File: config.mk
export PLATFORM = sky130hd
export DESIGN_NAME = ps2_keyboard_fifo
export DESIGN_NICKNAME = d
export VERILOG_FILES = /design/src/rtl/ps2_keyboard_fifo.sv
export SDC_FILE = /design/constraint.sdc
export NUM_CORES = 1
export LEC_CHECK = 0
export BUFFER_PORTS_ARGS = -buffer_cell sky130_fd_sc_hd__clkbuf_2
export CAP_MARGIN = 30
export CORE_ASPECT_RATIO = 0.7
export CORE_MARGIN = 4
export CORE_UTILIZATION = 35
export DETAILED_ROUTE_END_ITERATION = 12
export PLACE_DENSITY = 0.59
export SYNTH_ARGS = -nofsm -noshare
export SYNTH_HDL_FRONTEND = slang
export SYNTH_SLANG_ARGS = --single-unit
File: constraint.sdc
create_clock -name clk -period 4.78 [get_ports clk]
set_clock_uncertainty 0.15 [all_clocks]
set_input_delay 0 -clock clk [delete_from_list [all_inputs] [get_ports clk]]
set_output_delay 0 -clock clk [all_outputs]
set_load 0.005 [all_outputs]
File: src/rtl/ps2_keyboard_fifo.sv
// PS/2 keyboard receiver for the VT52 terminal: framed receiver with parity,
// stop and timeout checks, scancode-set-2 decoder with Shift/Ctrl/Caps Lock,
// VT52 cursor-key sequences and a DEPTH-entry valid/ready output FIFO.
module ps2_keyboard_fifo #(
    parameter int DEPTH   = 8,
    parameter int TIMEOUT = 16384
) (
    input  logic       clk,
    input  logic       clr,
    input  logic       ps2_clk,
    input  logic       ps2_data,
    output logic [7:0] data,
    output logic       valid,
    input  logic       ready,
    output logic       frame_err,
    output logic       overflow,
    output logic       caps_lock
);
    localparam int AW = $clog2(DEPTH);
    localparam int TW = $clog2(TIMEOUT + 1);

    // ---------------- synchroniser and edge detect ----------------
    logic clk_s1_reg, clk_s2_reg, clk_prev_reg, dat_s1_reg, dat_s2_reg;
    logic fall;

    // Two-flop synchronisers plus a history flop for falling-edge detection
    always_ff @(posedge clk or posedge clr) begin
        if (clr) begin
            clk_s1_reg <= 1'b0; clk_s2_reg <= 1'b0; clk_prev_reg <= 1'b0;
            dat_s1_reg <= 1'b0; dat_s2_reg <= 1'b0;
        end else begin
            clk_s1_reg <= ps2_clk;    clk_s2_reg <= clk_s1_reg; clk_prev_reg <= clk_s2_reg;
            dat_s1_reg <= ps2_data;   dat_s2_reg <= dat_s1_reg;
        end
    end
    assign fall = clk_prev_reg & ~clk_s2_reg;

    // ---------------- frame receiver ----------------
    logic [3:0]    bit_cnt_reg;
    logic [7:0]    shift_reg, code_reg;
    logic          par_reg, code_stb_reg, frame_err_reg;
    logic [TW-1:0] to_cnt_reg;

    // Shift in start/data/parity/stop; a finished good byte strobes code_stb_reg
    always_ff @(posedge clk or posedge clr) begin
        if (clr) begin
            bit_cnt_reg <= '0; shift_reg <= '0; par_reg <= 1'b0; to_cnt_reg <= '0;
            code_reg <= '0; code_stb_reg <= 1'b0; frame_err_reg <= 1'b0;
        end else begin
            code_stb_reg  <= 1'b0;
            frame_err_reg <= 1'b0;
            if (fall) begin
                to_cnt_reg <= '0;
                if (bit_cnt_reg == 4'd0) begin
                    if (!dat_s2_reg) bit_cnt_reg <= 4'd1;
                    else             frame_err_reg <= 1'b1;
                end else if (bit_cnt_reg <= 4'd8) begin
                    shift_reg   <= {dat_s2_reg, shift_reg[7:1]};
                    bit_cnt_reg <= bit_cnt_reg + 4'd1;
                end else if (bit_cnt_reg == 4'd9) begin
                    par_reg     <= dat_s2_reg;
                    bit_cnt_reg <= 4'd10;
                end else begin
                    bit_cnt_reg <= 4'd0;
                    // odd parity: data plus parity bit carry an odd number of ones
                    if (dat_s2_reg && (^{shift_reg, par_reg})) begin
                        code_reg     <= shift_reg;
                        code_stb_reg <= 1'b1;
                    end else begin
                        frame_err_reg <= 1'b1;
                    end
                end
            end else if (bit_cnt_reg != 4'd0) begin
                if (to_cnt_reg == TW'(TIMEOUT - 1)) begin
                    bit_cnt_reg   <= 4'd0;
                    to_cnt_reg    <= '0;
                    frame_err_reg <= 1'b1;
                end else begin
                    to_cnt_reg <= to_cnt_reg + 1'b1;
                end
            end else begin
                to_cnt_reg <= '0;
            end
        end
    end

    // ---------------- keymap: {found, unshifted, shifted} ----------------
    function automatic logic [16:0] keymap(input logic [7:0] sc);
        logic [16:0] km;
        km = '0;
        case (sc)
            8'h1C: km = {1'b1, 8'h61, 8'h41};  8'h32: km = {1'b1, 8'h62, 8'h42};  8'h21: km = {1'b1, 8'h63, 8'h43};
            8'h23: km = {1'b1, 8'h64, 8'h44};  8'h24: km = {1'b1, 8'h65, 8'h45};  8'h2B: km = {1'b1, 8'h66, 8'h46};
            8'h34: km = {1'b1, 8'h67, 8'h47};  8'h33: km = {1'b1, 8'h68, 8'h48};  8'h43: km = {1'b1, 8'h69, 8'h49};
            8'h3B: km = {1'b1, 8'h6A, 8'h4A};  8'h42: km = {1'b1, 8'h6B, 8'h4B};  8'h4B: km = {1'b1, 8'h6C, 8'h4C};
            8'h3A: km = {1'b1, 8'h6D, 8'h4D};  8'h31: km = {1'b1, 8'h6E, 8'h4E};  8'h44: km = {1'b1, 8'h6F, 8'h4F};
            8'h4D: km = {1'b1, 8'h70, 8'h50};  8'h15: km = {1'b1, 8'h71, 8'h51};  8'h2D: km = {1'b1, 8'h72, 8'h52};
            8'h1B: km = {1'b1, 8'h73, 8'h53};  8'h2C: km = {1'b1, 8'h74, 8'h54};  8'h3C: km = {1'b1, 8'h75, 8'h55};
            8'h2A: km = {1'b1, 8'h76, 8'h56};  8'h1D: km = {1'b1, 8'h77, 8'h57};  8'h22: km = {1'b1, 8'h78, 8'h58};
            8'h35: km = {1'b1, 8'h79, 8'h59};  8'h1A: km = {1'b1, 8'h7A, 8'h5A};
            8'h0E: km = {1'b1, 8'h60, 8'h7E};  8'h16: km = {1'b1, 8'h31, 8'h21};  8'h1E: km = {1'b1, 8'h32, 8'h40};
            8'h26: km = {1'b1, 8'h33, 8'h23};  8'h25: km = {1'b1, 8'h34, 8'h24};  8'h2E: km = {1'b1, 8'h35, 8'h25};
            8'h36: km = {1'b1, 8'h36, 8'h5E};  8'h3D: km = {1'b1, 8'h37, 8'h26};  8'h3E: km = {1'b1, 8'h38, 8'h2A};
            8'h46: km = {1'b1, 8'h39, 8'h28};  8'h45: km = {1'b1, 8'h30, 8'h29};  8'h4E: km = {1'b1, 8'h2D, 8'h5F};
            8'h55: km = {1'b1, 8'h3D, 8'h2B};  8'h5D: km = {1'b1, 8'h5C, 8'h7C};  8'h54: km = {1'b1, 8'h5B, 8'h7B};
            8'h5B: km = {1'b1, 8'h5D, 8'h7D};  8'h4C: km = {1'b1, 8'h3B, 8'h3A};  8'h52: km = {1'b1, 8'h27, 8'h22};
            8'h41: km = {1'b1, 8'h2C, 8'h3C};  8'h49: km = {1'b1, 8'h2E, 8'h3E};  8'h4A: km = {1'b1, 8'h2F, 8'h3F};
            8'h76: km = {1'b1, 8'h1B, 8'h1B};  8'h0D: km = {1'b1, 8'h09, 8'h09};  8'h66: km = {1'b1, 8'h08, 8'h08};
            8'h29: km = {1'b1, 8'h20, 8'h20};  8'h5A: km = {1'b1, 8'h0D, 8'h0D};
            default: km = '0;
        endcase
        return km;
    endfunction

    // ---------------- decoder ----------------
    logic ext_reg, brk_reg, lshift_reg, rshift_reg, lctrl_reg, rctrl_reg, caps_reg, caps_held_reg;
    logic        key_push, cur_req, is_letter, shift_on, ctrl_on;
    logic [7:0]  key_char, cur_char;
    logic [16:0] km;

    // Translate a completed make code into a character or cursor request
    always_comb begin
        key_push  = 1'b0;
        key_char  = 8'h00;
        cur_req   = 1'b0;
        cur_char  = 8'h00;
        km        = keymap(code_reg);
        is_letter = (km[15:8] >= 8'h61) && (km[15:8] <= 8'h7A);
        shift_on  = lshift_reg | rshift_reg;
        ctrl_on   = lctrl_reg | rctrl_reg;
        if (code_stb_reg && code_reg != 8'hE0 && code_reg != 8'hF0 && !brk_reg) begin
            if (ext_reg) begin
                case (code_reg)
                    8'h75: begin cur_req = 1'b1; cur_char = 8'h41; end
                    8'h72: begin cur_req = 1'b1; cur_char = 8'h42; end
                    8'h74: begin cur_req = 1'b1; cur_char = 8'h43; end
                    8'h6B: begin cur_req = 1'b1; cur_char = 8'h44; end
                    default: ;
                endcase
            end else if (km[16]) begin
                key_push = 1'b1;
                if (is_letter && ctrl_on)          key_char = km[15:8] & 8'h1F;
                else if (is_letter)                key_char = (shift_on ^ caps_reg) ? km[7:0] : km[15:8];
                else                               key_char = shift_on ? km[7:0] : km[15:8];
            end
        end
    end

    // Prefix flags, modifier state and Caps Lock toggling
    always_ff @(posedge clk or posedge clr) begin
        if (clr) begin
            ext_reg <= 1'b0; brk_reg <= 1'b0; lshift_reg <= 1'b0; rshift_reg <= 1'b0;
            lctrl_reg <= 1'b0; rctrl_reg <= 1'b0; caps_reg <= 1'b0; caps_held_reg <= 1'b0;
        end else if (frame_err_reg) begin
            ext_reg <= 1'b0; brk_reg <= 1'b0;
        end else if (code_stb_reg) begin
            if (code_reg == 8'hE0)      ext_reg <= 1'b1;
            else if (code_reg == 8'hF0) brk_reg <= 1'b1;
            else begin
                ext_reg <= 1'b0; brk_reg <= 1'b0;
                if (code_reg == 8'h12 && !ext_reg) lshift_reg <= !brk_reg;
                if (code_reg == 8'h59 && !ext_reg) rshift_reg <= !brk_reg;
                if (code_reg == 8'h14 &&  ext_reg) rctrl_reg  <= !brk_reg;
                if (code_reg == 8'h14 && !ext_reg) lctrl_reg  <= !brk_reg;
                if (code_reg == 8'h58 && !ext_reg) begin
                    if (brk_reg) caps_held_reg <= 1'b0;
                    else begin
                        caps_held_reg <= 1'b1;
                        if (!caps_held_reg) caps_reg <= ~caps_reg;
                    end
                end
            end
        end
    end

    // ---------------- FIFO ----------------
    logic [7:0]    mem [DEPTH];
    logic [AW:0]   wr_ptr_reg, rd_ptr_reg, wr_ptr_next, rd_ptr_next, count, count_next;
    logic [7:0]    pend_char_reg, push_data, data_reg, data_next;
    logic          pend_reg, pend_next, valid_reg, overflow_reg, ov_next;
    logic          push_req, push_ok, pop, full;

    // Push arbitration, overflow detection and next FIFO head
    always_comb begin
        count     = wr_ptr_reg - rd_ptr_reg;
        full      = (count == (AW+1)'(DEPTH));
        pop       = valid_reg & ready;
        push_req  = 1'b0;
        push_data = 8'h00;
        pend_next = 1'b0;
        ov_next   = 1'b0;
        if (pend_reg) begin
            push_req  = 1'b1;
            push_data = pend_char_reg;
        end else if (cur_req) begin
            // free space is judged before any same-cycle pop
            if (count <= (AW+1)'(DEPTH - 2)) begin
                push_req  = 1'b1;
                push_data = 8'h1B;
                pend_next = 1'b1;
            end else begin
                ov_next = 1'b1;
            end
        end else if (key_push) begin
            push_req  = 1'b1;
            push_data = key_char;
        end
        push_ok = push_req & (~full | pop);
        if (push_req && !push_ok) ov_next = 1'b1;
        wr_ptr_next = wr_ptr_reg + {{AW{1'b0}}, push_ok};
        rd_ptr_next = rd_ptr_reg + {{AW{1'b0}}, pop};
        count_next  = wr_ptr_next - rd_ptr_next;
        if (count_next == '0)
            data_next = 8'h00;
        else if (push_ok && wr_ptr_reg[AW-1:0] == rd_ptr_next[AW-1:0])
            data_next = push_data;
        else
            data_next = mem[rd_ptr_next[AW-1:0]];
    end

    // Storage array write port
    always_ff @(posedge clk) begin
        if (push_ok) mem[wr_ptr_reg[AW-1:0]] <= push_data;
    end

    // Pointers, registered head/valid, pending cursor byte and overflow pulse
    always_ff @(posedge clk or posedge clr) begin
        if (clr) begin
            wr_ptr_reg <= '0; rd_ptr_reg <= '0; data_reg <= 8'h00; valid_reg <= 1'b0;
            pend_reg <= 1'b0; pend_char_reg <= 8'h00; overflow_reg <= 1'b0;
        end else begin
            wr_ptr_reg   <= wr_ptr_next;
            rd_ptr_reg   <= rd_ptr_next;
            data_reg     <= data_next;
            valid_reg    <= (count_next != '0);
            pend_reg     <= pend_next;
            overflow_reg <= ov_next;
            if (pend_next) pend_char_reg <= cur_char;
        end
    end

    assign data      = data_reg;
    assign valid     = valid_reg;
    assign frame_err = frame_err_reg;
    assign overflow  = overflow_reg;
    assign caps_lock = caps_reg;
endmodule

# Word level (Yosys, flattened, before mapping)
# Memories as Yosys holds them, arrays and structs flattened.
# Cells that the tools add are included.
[word_totals] ff_bits=78 ram_bits=64 romBits=1920 in_bits=5 elab_cells=180 n_memories=2
[mem_list] name="(name not given)" depth=128 width=15 read_ports=1 rd_clocked_by_memory_dff=0 write_ports=0 line_no="91" rtl="case (sc)"
[mem_list] name="mem" depth=8 width=8 read_ports=1 rd_clocked_by_memory_dff=0 write_ports=1 line_no="177" rtl="logic [7:0] mem [DEPTH];"
[op_classes] addsub=6 magnitude_cmp=4 eq_ne=19 n_mux=67 bitwise=18 reduce_logical=37
[ops] op="$mux 8" count=12
[ops] op="$eq 8x7->1 const B" count=6
[ops] op="$mux 15" count=3
[ops] op="$mux 1" count=40
[ops] op="$reduce_and 5->1" count=6
[ops] op="$mux 4" count=7
[ops] op="$pmux 7 s4" count=1
[ops] op="$mux 17" count=1
[ops] op="$eq 8x5->1 const B" count=2
[ops] op="$eq 8x8->1 const B" count=2
[ops] op="$ne 8x8->1 const B" count=2
[ops] op="$add 15x1->15 const B" count=1
[ops] op="$eq 15x14->1 const B" count=1
[ops] op="$mux 7" count=2
[ops] op="$logic_and 1x1->1" count=13
[ops] op="$not 1->1" count=11
[ops] op="$reduce_xor 9->1" count=1
[ops] op="$add 4x1->4" count=2
[ops] op="$eq 4x4->1 const B" count=2
[ops] op="$ge 8x7->1 const B" count=1
[ops] op="$le 8x7->1 const B" count=1
[ops] op="$logic_not 4->1" count=2
[ops] op="$reduce_bool 4->1" count=2
[ops] op="$sub 4x4->4" count=2
[ops] op="other kinds (17)" count=28

# Logic depth before layout (Yosys ltp)
# Gate-level depths: netlist of the first run.
# An unclocked memory read counts as a cell.
[depth] word_depth=14 mapped_depth=21

# Worst setup path after synthesis of the first run
# Ideal clock, no wire load.
[synth_timing] path_kind="reg-to-reg" startpoint="register code_reg[1]" endpoint="register data_reg[0] (netlist: data[0])" setup_time_ns=0.118 arrival_time_ns=3.923 path_slack_ns=0.589 stages_incl_launch_ff=20 path_cell_list="dfrtp_1 > buf_2 > inv_2 > ha_1 > clkbuf_1 > nand3_1 > nand2_1 > o2111ai_1 > a2111o_1 > a211oi_4 > ha_1 > ha_1 > ha_1 > a21o_1 > o31ai_1 > nand3_1 > buf_4 > o211ai_1 > o21ai_2 > a21o_1"
[synth_via] elab_cells_between_ends=42 classes_between="add/sub (2); order compare (2); eq/ne (6); mux (22); bitwise (1); reduce/logical (8); memory (1)"
[synth_lines] element="from (decl)" line_no="40" rtl="logic [7:0] shift_reg, code_reg;"
[synth_lines] element="from (signal assigned)" line_no="67" rtl="code_reg <= shift_reg;"
[synth_lines] element="$mem_v2 128x15 / $ne 8x8->1 (equally long branches)"
[synth_lines] element="$mux 17 / $logic_and 1x1->1 (equally long branches)" line_no="91, 131"
[synth_lines] element="$mux 1 / $logic_and 1x1->1 (equally long branches)" line_no="140, 131"
[synth_lines] element="$mux 1 / $logic_and 1x1->1 (equally long branches)" line_no="132, 131"
[synth_lines] element="$mux 1" line_no="131" rtl="if (code_stb_reg && code_reg != 8'hE0 && code_reg != 8'hF0 && !brk_reg) begin"
[synth_lines] element="$mux 1" line_no="204" rtl="end else if (key_push) begin"
[synth_lines] element="$mux 1 (*)" line_no="195" rtl="end else if (cur_req) begin"
[synth_lines] element="$mux 1 (*)" line_no="192" rtl="if (pend_reg) begin"
[synth_lines] element="$and 1x1->1 (*)" line_no="208" rtl="push_ok = push_req & (~full | pop);"
[synth_lines] element="$add 4x1->4 (*)" line_no="210" rtl="wr_ptr_next = wr_ptr_reg + {{AW{1'b0}}, push_ok};"
[synth_lines] element="via wr_ptr_next[1]" line_no="178" rtl="logic [AW:0] wr_ptr_reg, rd_ptr_reg, wr_ptr_next, rd_ptr_next, count, count_next;"
[synth_lines] element="$sub 4x4->4 (*)" line_no="212" rtl="count_next = wr_ptr_next - rd_ptr_next;"
[synth_lines] element="$logic_not 4->1 (*)" line_no="213" rtl="if (count_next == '0)"
[synth_lines] element="$mux 8 (*)" line_no="213"
[synth_lines] element="via data_next[0]" line_no="179" rtl="logic [7:0] pend_char_reg, push_data, data_reg, data_next;"
[synth_lines] element="to (signal assigned)" line_no="234" rtl="data_reg <= data_next;"
[synth_lines] element="to (decl)" line_no="179"
# The timed path passes the listed nets; every way through them passes the cells marked *.
# A chain may end at the register's enable or synchronous reset.

# Final worst setup path of the first run
[layout_timing] startpoint="register code_reg[0]" endpoint="register data_reg[0] (netlist: data[0])"
# The elaborated chain is that of the path after synthesis.

==> results of run 1 <==
through the flow:
stage | std cells | total power, uW | setup WS [ns] | utilization [%]
3_3_place_gp | 1040 | 2271 | 0.2949 | 37.77
3_5_place_dp | 1040 | 2275 | 0.1943 | 37.77
4_1_cts | 1075 | 3570 | 0.1642 | 40.60
2_1_floorplan | 755 | 2029 | 0.5894 | -
6_report | 1076 | 3544 | 0.1949 | 40.71
5_1_grt | 1076 | 3740 | 0.009398 | 40.71
cells by family after synthesis:
logic type / count (synthesis) / share of synthesized area (%)
adders and majority gates: 23 / 3.814
xor gates and xnor gates: 32 / 3.620
DFF: 129 / 45.31
and+or+nand+nor: 271 / 17.63
buffers and inverters: 73 / 4.460
muxes: 46 / 8.921
AOI/OAI and AO/OA: 180 / 16.19
other: 1 / 0.04843
placed cells by master (no fill, tap or decap), types with 4 or more instances in the layout:
master | netlist | routed
a211oi_1 | 4 | 4
a21o_1 | 4 | 4
a21oi_1 | 33 | 33
a22oi_1 | 4 | 4
a31oi_1 | 16 | 16
and2_1 | 7 | 7
and3_1 | 7 | 7
buf_4 | 4 | 32
clkbuf_16 | 0 | 19
clkbuf_2 | 0 | 15
dfrtp_1 | 73 | 73
edfxtp_1 | 56 | 56
ha_1 | 22 | 22
inv_1 | 26 | 25
inv_6 | 0 | 5
mux2_2 | 15 | 15
mux2i_1 | 12 | 12
mux4_2 | 16 | 16
nand2_1 | 62 | 62
nand2b_1 | 25 | 25
nand3_1 | 28 | 27
nand4_1 | 7 | 7
nor2_1 | 70 | 70
nor2b_1 | 16 | 16
nor3_1 | 15 | 15
o2111ai_1 | 5 | 5
o211ai_1 | 10 | 10
o21a_1 | 8 | 8
o21ai_0 | 39 | 39
o21ai_1 | 5 | 5
o21ai_2 | 4 | 4
o31ai_1 | 5 | 5
or2_2 | 5 | 5
or3_1 | 5 | 5
xnor2_1 | 20 | 20
xor2_1 | 12 | 12
area by class of cell:
class	instances	area, sq um	share of cell area [%]
clock buffer	21	496.7	5.614
clock inverter	11	88.84	1.004
inverter	27	102.6	1.159
multi-input combinational	553	3894	44.00
sequential	129	3508	39.65
tap	282	352.8	3.988
timing repair buffer	53	405.4	4.581
path summary, 6_finish.rpt:
path,start,depth (start not counted),end,slack (ns)
worst min register to register,dat_s1_reg,0,dat_s2_reg,0.20
max in group asynchronous,clr,5,caps_held_reg,3.85
worst max register to register,code_reg[0],15,data[0],0.19
worst max-delay path,code_reg[0],15,data[0],0.19
worst min-delay path,clr,4,to_cnt_reg[8],0.06
min in group clk,ps2_clk,2,clk_s1_reg,0.07
worst max-delay path, stage by stage (launching register included):
cell       delay [ns]
dfrtp_1          0.47
inv_1            0.15
ha_1             0.26
mux2_4           0.32
a32oi_2          0.22
o2111ai_1        0.21
a2111o_1         0.51
a211oi_4         0.31
ha_1             0.22
ha_1             0.25
ha_1             0.33
a21o_1           0.20
o31ai_1          0.26
nand3_2          0.21
and3_1           0.22
a21o_1           0.18
power by group:
group	total (uW)	switching, uW	internal [uW]
clock	1280	523	755
sequential	1340	92.6	1240
combinational	932	511	420
per-layer routing:
metal	vias to the layer above	track usage (%)	part of all wire, %
met1	2912	28.93	50
met2	304	22.32	38
met3	53	5.056	9.5
met5	-	0	0
li1	2824	-	-
met4	0	4.490	2.0
repair_timing:
action | in CTS | in global routing
gates resized for setup | 0 | 1
hold endpoints to repair | 75 | 0
hold buffers | 3 | 0
setup endpoints to repair | 0 | 7
==> metrics.md, run 1 <==
| Metric | Value |
|---|---|
| Status | `finished clean` |
| Setup Fix Bufs, Post-CTS | `0` |
| Req. time, crit path | `approximately 4.9 ns` |
| CTS sink cnt | `about 130` |
| Hold Path Class | `input pin to asynchronous set/reset pin` |
| Filler Cell Count | `roughly 2,100` |
| Leakage Power | `around 0.0034 uW` |
| Synth area leaders | `dfrtp_1, edfxtp_1, mux4_2, ha_1, nor2_1` |
| Post-route cell area | `8848 sq um` |
| Largest area contributor in the synthesized netlist | `dfrtp_1` |
| Placement-stage cell area | `about 8200 sq um` |
| Data arrival, critical path | `around 4.7 ns` |
| I/O Buffers | `15` |
| Deepest clock path buffer count | `2` |
| Critical Setup Path Class | `flip-flop to flip-flop` |
| Commonest cells in the netlist | `dfrtp_1, nor2_1, nand2_1` |
| Die ar. | `about 25,000 sq um` |
| Vias in the first global route | `5,880` |
| First-pass GRT wire length | `between 30,000 and 40,000 um` |
| Final Hold Vio Count | `0` |
| CP max FO | `8` |
| Max_cap viols | `0` |
| Synth cell types | `85` |
| Total Routing Usage GR | `roughly 18%` |
| Initial antenna violation count | `0` |
| CTS Root Cell | `clkbuf_16` |
| RePlAce Congestion | `roughly 1.0` |
| Overall routed net length | `21,070 um` |
| Clock insertion delay at the later pin of the skew report | `roughly 0.43 ns` |
| Slew @ Worst Pin | `a little over 0.9 ns` |
| Primary FF master, synth | `dfrtp_1` |
| Slew HR | `between 30% and 40%` |
| Endpoint type of the worst setup path | `flip-flop` |
| Detailed Routing Iterations Pass 1 | `5` |
| #FFs+latches synth | `about 130` |
| Mapped Area | `between 7000 and 8000 sq um` |
| Yosys Warn Count | `0` |
| RSZ-0062 raised after global routing | `no` |
| Largest register FFs | `56` |
| DRT iter0 DRCs | `between 700 and 800` |
| Via count | `6,093` |
| Synth top area share | `23.59%` |
| Share of layout cells above drive strength 1 | `between 10% and 20%` |
| Syn nets | `783` |
| Ports | `17` |
| Cells after Synth | `roughly 760` |
| Nets | `a little over 800` |
| Antenna cells | `0` |
| Number of core rows | `45` |
| Setup crit start kind | `flip-flop` |
| Drt drc | `0` |
| Mean Syn Cell Area | `approximately 10 sq um` |
| Die W | `between 150 and 200 um` |
| Area growth syn-to-layout | `14.29%` |
| Final TNS setup | `0 ns` |
| Post-route ant nets | `0` |
| Largest net degree at the start of global routing | `74` |
| Post-synth EDFFs | `56` |
| Core Footprint | `between 20,000 and 25,000 sq um` |
| Setup violators final | `0` |
| Minimum clock period | `approximately 4.6 ns` |
| Hold slack | `around 0.055 ns` |
| PwrDens | `between 400 and 500 nW/um^2` |
| Die height | `around 130 um` |
| Inserted Clock Buffers | `17` |
| TritonCTS clock tree | `yes` |
| Highest Clock Rate | `approximately 220 MHz` |
| Initial core utilization | `between 30% and 40%` |
| Post-DR wirelength/cell | `between 15 and 20 um` |
| H-tree levels | `4` |
| DP Wirelength | `about 15,000 um` |
| Asr flop ratio synth | `about 57%` |
| Tcrit/Tclk final | `a little over nine tenths` |
| Register area share after synthesis | `between 40% and 50%` |
| Via density | `roughly 5.7` |
| Slew Limit Fails | `0` |
| GRT Residual Overflow | `0` |
| Clock-pin slew on the worst setup and hold paths | `about 0.06 ns` |
| Most frequent cell after synthesis | `dfrtp_1` |
| Worst VDD drop | `0.5589 mV` |
Power figures use the tool's default switching activity.
==> run 2, diff against run 1 <==
--- a/config.mk
+++ b/config.mk
@@ -10,7 +10,7 @@
 export CORE_ASPECT_RATIO = 0.7
 export CORE_MARGIN = 4
-export CORE_UTILIZATION = 35
+export CORE_UTILIZATION = 50
 export DETAILED_ROUTE_END_ITERATION = 12
-export PLACE_DENSITY = 0.59
+export PLACE_DENSITY = 0.75
 export SYNTH_ARGS = -nofsm -noshare
 export SYNTH_HDL_FRONTEND = slang
==> constraint.sdc (replaced) <==
create_clock -name clk -period 4.78 [get_ports clk]
set_clock_uncertainty 0.15 [all_clocks]
set_input_delay 0.478 -clock clk [delete_from_list [all_inputs] [get_ports clk]]
set_output_delay 0.478 -clock clk [all_outputs]
set_load 0.005 [all_outputs]
==> run 2 against run 1 <==
  * Final cell count shrank 8.3%
  * Flip-flop and latch count is the same
  * Cell area down 1.5%
  * Via count increased by 1.3%
  * Sequential power is essentially flat
  * Clock power hardly changed
  * Critical path depth unchanged
==> metrics.md, run 2 (synthesis results as in run 1) <==
| Metric | Value |
|---|---|
| Hold Path Class | `input pin to flip-flop` |
| Inserted Clock Buffers | `17 (unchanged)` |
| Die W | `156.7 um (-16%)` |
| Setup violators final | `0 (unchanged)` |
| TritonCTS clock tree | `yes` |
| Antenna cells | `0 (unchanged)` |
| CTS Root Cell | `clkbuf_16` |
| Slew Limit Fails | `0 (unchanged)` |
| Core Footprint | `14,950 sq um (-31%)` |
| Pint | `2427 uW (+0.37%)` |
| RePlAce Congestion | `1.026 (+2.1%)` |
| Worst VDD drop | `0.2878 mV (-48%)` |
| Largest register FFs | `56 (unchanged)` |
| Vias in the first global route | `6,285 (+6.9%)` |
| Req. time, crit path | `4.92 ns (-0.02 ns)` |
| Ports | `17 (unchanged)` |
| Total Routing Usage GR | `25.63% (+8.0 points)` |
| Flop pwr share | `37.3% (-0.4 points)` |
| Switching part of the total | `32.17% (+0.39 points)` |
| Max_cap viols | `0 (unchanged)` |
| Share of layout cells above drive strength 1 | `18.06% (+0.42 points)` |
| Initial core utilization | `51.78% (+16 points)` |
| Overall routed net length | `21,480 um (+2.0%)` |
| Leakage Power | `0.003372 uW (-0.54%)` |
| Via count | `6,173 (+1.3%)` |
| Placement-stage cell area | `8133 sq um (-0.91%)` |
| Area growth syn-to-layout | `12.57%` |
| DP Wirelength | `15,920 um (+6.2%)` |
| Via density | `6.254 (+10%)` |
| Initial antenna violation count | `0 (unchanged)` |
| Nets | `807 (-0.25%)` |
| Most frequent cells in the layout | `dfrtp_1, nor2_1, nand2_1, edfxtp_1, o21ai_0` |
| Number of core rows | `37 (-18%)` |
| P_sw | `1151 uW (+2.2%)` |
| Slew HR | `43.66% (+4.5 points)` |
| Most common cell after layout, fill and taps aside | `dfrtp_1` |
| CTS sink cnt | `129 (unchanged)` |
| Clock-pin slew on the worst setup and hold paths | `0.06 ns (about the same)` |
| PwrDens | `410.5 nW/um^2 (+2.5%)` |
| Detailed Routing Iterations Pass 1 | `5 (unchanged)` |
| Die height | `112.1 um (-15%)` |
| Status | `finished clean` |
| GRT Residual Overflow | `0 (unchanged)` |
| Filler Cell Count | `1,241 (-41%)` |
| H-tree levels | `4 (unchanged)` |
| Post-route cell area | `8716 sq um (-1.5%)` |
| Data arrival, critical path | `4.73 ns (about the same)` |
| Final TNS setup | `0 ns (unchanged)` |
| DRT iter0 DRCs | `625 (-14%)` |
| Minimum clock period | `4.590 ns (+0.004969 ns)` |
| I/O Buffers | `15 (unchanged)` |
| Gate power share | `27.6% (+1.3 points)` |
| CP max FO | `13 (+5)` |
| Post-route ant nets | `0 (unchanged)` |
| RSZ-0062 raised after global routing | `no` |
| FF/Latch Area | `3510 sq um (about the same)` |
| First-pass GRT wire length | `35,000 um (+3.0%)` |
| Post-DR wirelength/cell | `21.77 um (+11%)` |
| Tcrit/Tclk final | `96.03% (+0.10 points)` |
| Deepest clock path buffer count | `2 (unchanged)` |
| Endpoint type of the worst setup path | `flip-flop` |
| Die ar. | `17,570 sq um (-29%)` |
| Largest net degree at the start of global routing | `44 (-41%)` |
| Highest Clock Rate | `217.9 MHz (-0.11%)` |
| Clock insertion delay at the later pin of the skew report | `0.41 ns (-0.02 ns)` |
| Critical Setup Path Class | `flip-flop to flip-flop` |
| Drt drc | `0 (unchanged)` |
| Setup crit start kind | `flip-flop` |
| Clock power frac | `35.0% (-1.0 points)` |
| Multi-input gate area | `3899 sq um (+0.13%)` |
| Slew @ Worst Pin | `0.8420 ns (-0.06710 ns)` |
| Final Hold Vio Count | `0 (unchanged)` |
-- run 2: routing by layer --
| metal | GRT usage, % | vias to the layer above | part of all wire [%] |
|---|---|---|---|
| li1 | - | 2814 | - |
| met1 | 38.95 | 3051 | 46 |
| met2 | 35.46 | 281 | 42 |
| met3 | 8.401 | 27 | 10 |
| met4 | 6.243 | 0 | 1.6 |
| met5 | 0 | - | 0 |
-- run 2: metrics by stage --
step	power [uW]	cells	hold WS (ns)	utilization [%]	setup slack, ns
global placement	2228	954	0.1870	54.20	0.4158
CTS	3584	987	0.003978	58.21	0.009351
floorplan	2029	755	0.1812	-	0.5894
finish	3578	987	0.01858	58.29	0.1900
global route	3772	987	0.006629	58.29	0.02981
detailed placement	2322	955	0.1864	54.39	0.1531
-- run 2: worst max-delay path: stages (launching register included) --
cell and delay, ns:
dfrtp_1 0.39, buf_4 0.19, ha_1 0.23, nand2b_1 0.24, a32oi_2 0.28, o2111ai_1 0.18
a2111o_1 0.54, a211oi_4 0.31, ha_1 0.22, ha_1 0.25, ha_1 0.36, a21o_1 0.23
o31ai_2 0.26, nand3_2 0.22, and3_1 0.22, a21o_1 0.17
-- run 2: what timing repair did --
item | in CTS | in global routing
buffers inserted | 0 | 0
resized for setup | 0 | 3
hold buffers | 0 | 0
endpoints found under the setup margin | 0 | 7
-- run 2: power by group through the flow --
stage               clock network, uW  logic (uW)  registers (uW)
floorplan                           0         703            1330
global placement                    0         885            1340
detailed placement                  0         968            1350
CTS                              1270         979            1330
global route                     1330        1090            1340
finish                           1250         989            1330
-- run 2: area by class of cell --
| type | count | share of cell area [%] |
|---|---|---|
| flip-flops and latches | 129 | 40.27 |
| clock inverters | 15 | 1.680 |
| clock buffers | 17 | 4.881 |
| well taps | 195 | 2.799 |
| repair buffers | 51 | 4.479 |
| inverters | 27 | 1.163 |
| multi-input cells | 553 | 44.73 |
-- run 2: final timing paths --
kind,start,end,slack [ns],cells after the start
max,code_reg[1],data[0],0.19,15
min,ps2_clk,clk_s1_reg,0.02,1
max reg2reg,code_reg[1],data[0],0.19,15
min reg2reg,dat_s1_reg,dat_s2_reg,0.20,0
max in group asynchronous,clr,data[0],3.47,3
min in group asynchronous,clr,shift_reg[5],0.05,2
==> run 3, diff against run 2 <==
- HOLD_SLACK_MARGIN: unset -> 0.1
- clock period: 4.78 -> 4.25 ns (I/O delays scaled with it)
==> run 3 against run 2 <==
  * Worst hold slack improved by 0.19 ns
  * Wire length rose by 0.51%
  * Via count rose by 2.9%
  * Sequential share of layout area fell by 1.7 points
  * Die area did not move
  * Fmax rose by 9.3%
  * Critical path depth did not move
  * Largest power group unchanged
  * Power rose by 13%
  * Register-to-register slack got worse by 0.14 ns
==> metrics.md, run 3 (synthesis results as in run 1) <==
| Metric | Value |
|---|---|
| Status | `finished clean` |
| Initial core utilization | `51.78% (unchanged)` |
| Deepest clock path buffer count | `2 (unchanged)` |
| Data arrival, critical path | `4.34 ns (-0.39 ns)` |
| TritonCTS clock tree | `yes` |
| Nets | `841 (+4.2%)` |
| Reg-to-reg slack, setup | `0.05 ns (-0.14 ns)` |
| PwrDens | `443.3 nW/um^2 (+8.0%)` |
| Setup violators final | `0 (unchanged)` |
| GRT Residual Overflow | `0 (unchanged)` |
| Placement-stage cell area | `8263 sq um (+1.6%)` |
| Worst VDD drop | `0.3426 mV (+19%)` |
| Post-route ant nets | `0 (unchanged)` |
| Overall routed net length | `21,590 um (+0.51%)` |
| I/O Buffers | `15 (unchanged)` |
| Detailed Routing Iterations Pass 1 | `5 (unchanged)` |
| Endpoint type of the worst setup path | `flip-flop` |
| Vias in the first global route | `6,210 (-1.2%)` |
| Highest Clock Rate | `238.1 MHz (+9.3%)` |
| Largest register FFs | `56 (unchanged)` |
| Die W | `156.7 um (unchanged)` |
| Drt drc | `0 (unchanged)` |
| Total Routing Usage GR | `24.94% (-0.69 points)` |
| Share of layout cells above drive strength 1 | `23.37% (+5.3 points)` |
| Critical Setup Path Class | `flip-flop to flip-flop` |
| Largest net degree at the start of global routing | `58 (+32%)` |
| Leakage Power | `0.003535 uW (+4.8%)` |
| Die ar. | `17,570 sq um (unchanged)` |
| Slew @ Worst Pin | `0.8885 ns (+0.04653 ns)` |
| RSZ-0062 raised after global routing | `yes` |
| Post-route cell area | `9087 sq um (+4.3%)` |
| Req. time, crit path | `4.39 ns (-0.53 ns)` |
| Filler Cell Count | `1,145 (-7.7%)` |
| DRT iter0 DRCs | `788 (+26%)` |
| Area growth syn-to-layout | `17.37%` |
| Most common cell after layout, fill and taps aside | `dfrtp_1` |
| CTS sink cnt | `129 (unchanged)` |
| Max_cap viols | `0 (unchanged)` |
| H-tree levels | `4 (unchanged)` |
| Number of core rows | `37 (unchanged)` |
| CTS Root Cell | `clkbuf_16` |
| Initial antenna violation count | `0 (unchanged)` |
| Tcrit/Tclk final | `98.83% (+2.8 points)` |
| Core Footprint | `14,950 sq um (unchanged)` |
| Slew Limit Fails | `0 (unchanged)` |
| Post-DR wirelength/cell | `21.15 um (-2.8%)` |
| Slew HR | `40.55% (-3.1 points)` |
| Most frequent cells in the layout | `dfrtp_1, nor2_1, buf_4, nand2_1, edfxtp_1` |
| Setup crit start kind | `flip-flop` |
| Antenna cells | `0 (unchanged)` |
| RePlAce Congestion | `1.037 (+1.1%)` |
| Clock-pin slew on the worst setup and hold paths | `0.06 ns (about the same)` |
| Ports | `17 (unchanged)` |
| DP Wirelength | `15,680 um (-1.5%)` |
| Hold slack | `0.2056 ns (+0.1870 ns)` |
| Via density | `6.221 (-0.53%)` |
| Hold Path Class | `flip-flop to flip-flop` |
| Die height | `112.1 um (unchanged)` |
| First-pass GRT wire length | `34,200 um (-2.3%)` |
| Final Hold Vio Count | `0 (unchanged)` |
| Minimum clock period | `4.200 ns (-0.3897 ns)` |
| Via count | `6,352 (+2.9%)` |
| CP max FO | `8 (-5)` |
| Clock insertion delay at the later pin of the skew report | `0.41 ns (about the same)` |
| Inserted Clock Buffers | `17 (unchanged)` |
[run 3: cell types whose count changed in the layout (fill, tap and decap cells not counted), moves of 3 or more]
cell / change
ha_1: -5
buf_4: +32
clkinvlp_4: +3
a21oi_2: +4
dlygate4sd3_1: +3
a21oi_1: -4
ha_4: +3
inv_6: -5
[run 3: final timing paths]
check | startpoint | end | cells past startpoint
worst min-delay path | clk_s1_reg | clk_s2_reg | 0
worst min register to register | clk_s1_reg | clk_s2_reg | 0
min in group asynchronous | clr | dat_s1_reg | 3
worst max register to register | code_reg[1] | data[1] | 15
worst max-delay path | code_reg[1] | data[1] | 15
max in group asynchronous | clr | data[5] | 5
[run 3: per-stage QoR]
step           utilization [%]  total power [uW]  cells  TNS (ns)  setup WS (ns)
5_1_grt                  60.77              4238   1021   -0.4765        -0.1094
3_3_place_gp             55.13              2500    974         0        0.08119
4_1_cts                  59.59              4002   1012         0        0.01772
6_report                 60.77              4029   1021         0        0.04967
3_5_place_dp             55.26              2545    975   -0.4272       -0.09630
2_1_floorplan                -              2282    755         0        0.05939
[run 3: final cells by class]
cell class | instances | area, sq um | area share [%]
clock buffer | 17 | 425.4 | 4.681
timing repair buffer | 85 | 633.1 | 6.967
tap | 195 | 244.0 | 2.685
clock inverter | 15 | 160.2 | 1.762
inverter | 27 | 101.3 | 1.115
sequential | 129 | 3508 | 38.61
multi-input combinational | 553 | 4015 | 44.18
[run 3: power by group]
group | internal, uW | switching [uW] | leakage, uW
sequential | 1400 | 101 | 0.00139
combinational | 503 | 596 | 0.00187
clock | 869 | 562 | 0.000278
[run 3: critical path, stage by stage (launching register included)]
cell	delay [ns]
dfrtp_1	0.42
inv_2	0.11
ha_4	0.17
mux2_4	0.27
a32oi_2	0.20
o2111ai_2	0.17
a2111o_1	0.50
a211oi_4	0.27
ha_2	0.26
ha_4	0.23
ha_4	0.25
a21o_1	0.18
o31ai_2	0.27
nand3_2	0.21
and3_4	0.25
a21o_1	0.18
[run 3: repair_timing]
item                                    CTS  global route
setup buffers                             2            10
pin swaps                                 2            17
resized for setup                         3            23
endpoints found under the setup margin    7            55
hold buffers                              3             0
endpoints found under the hold margin    23             0
[run 3: per-layer routing]
metal,global-route usage [%],wire (um),part of all wire [%],up-vias
met4,6.127,337,1.6,0
met2,35.60,9463,44,335
li1,-,-,-,2897
met3,7.091,2158,10,38
met1,37.58,9635,45,3082
met5,0,0,0,-
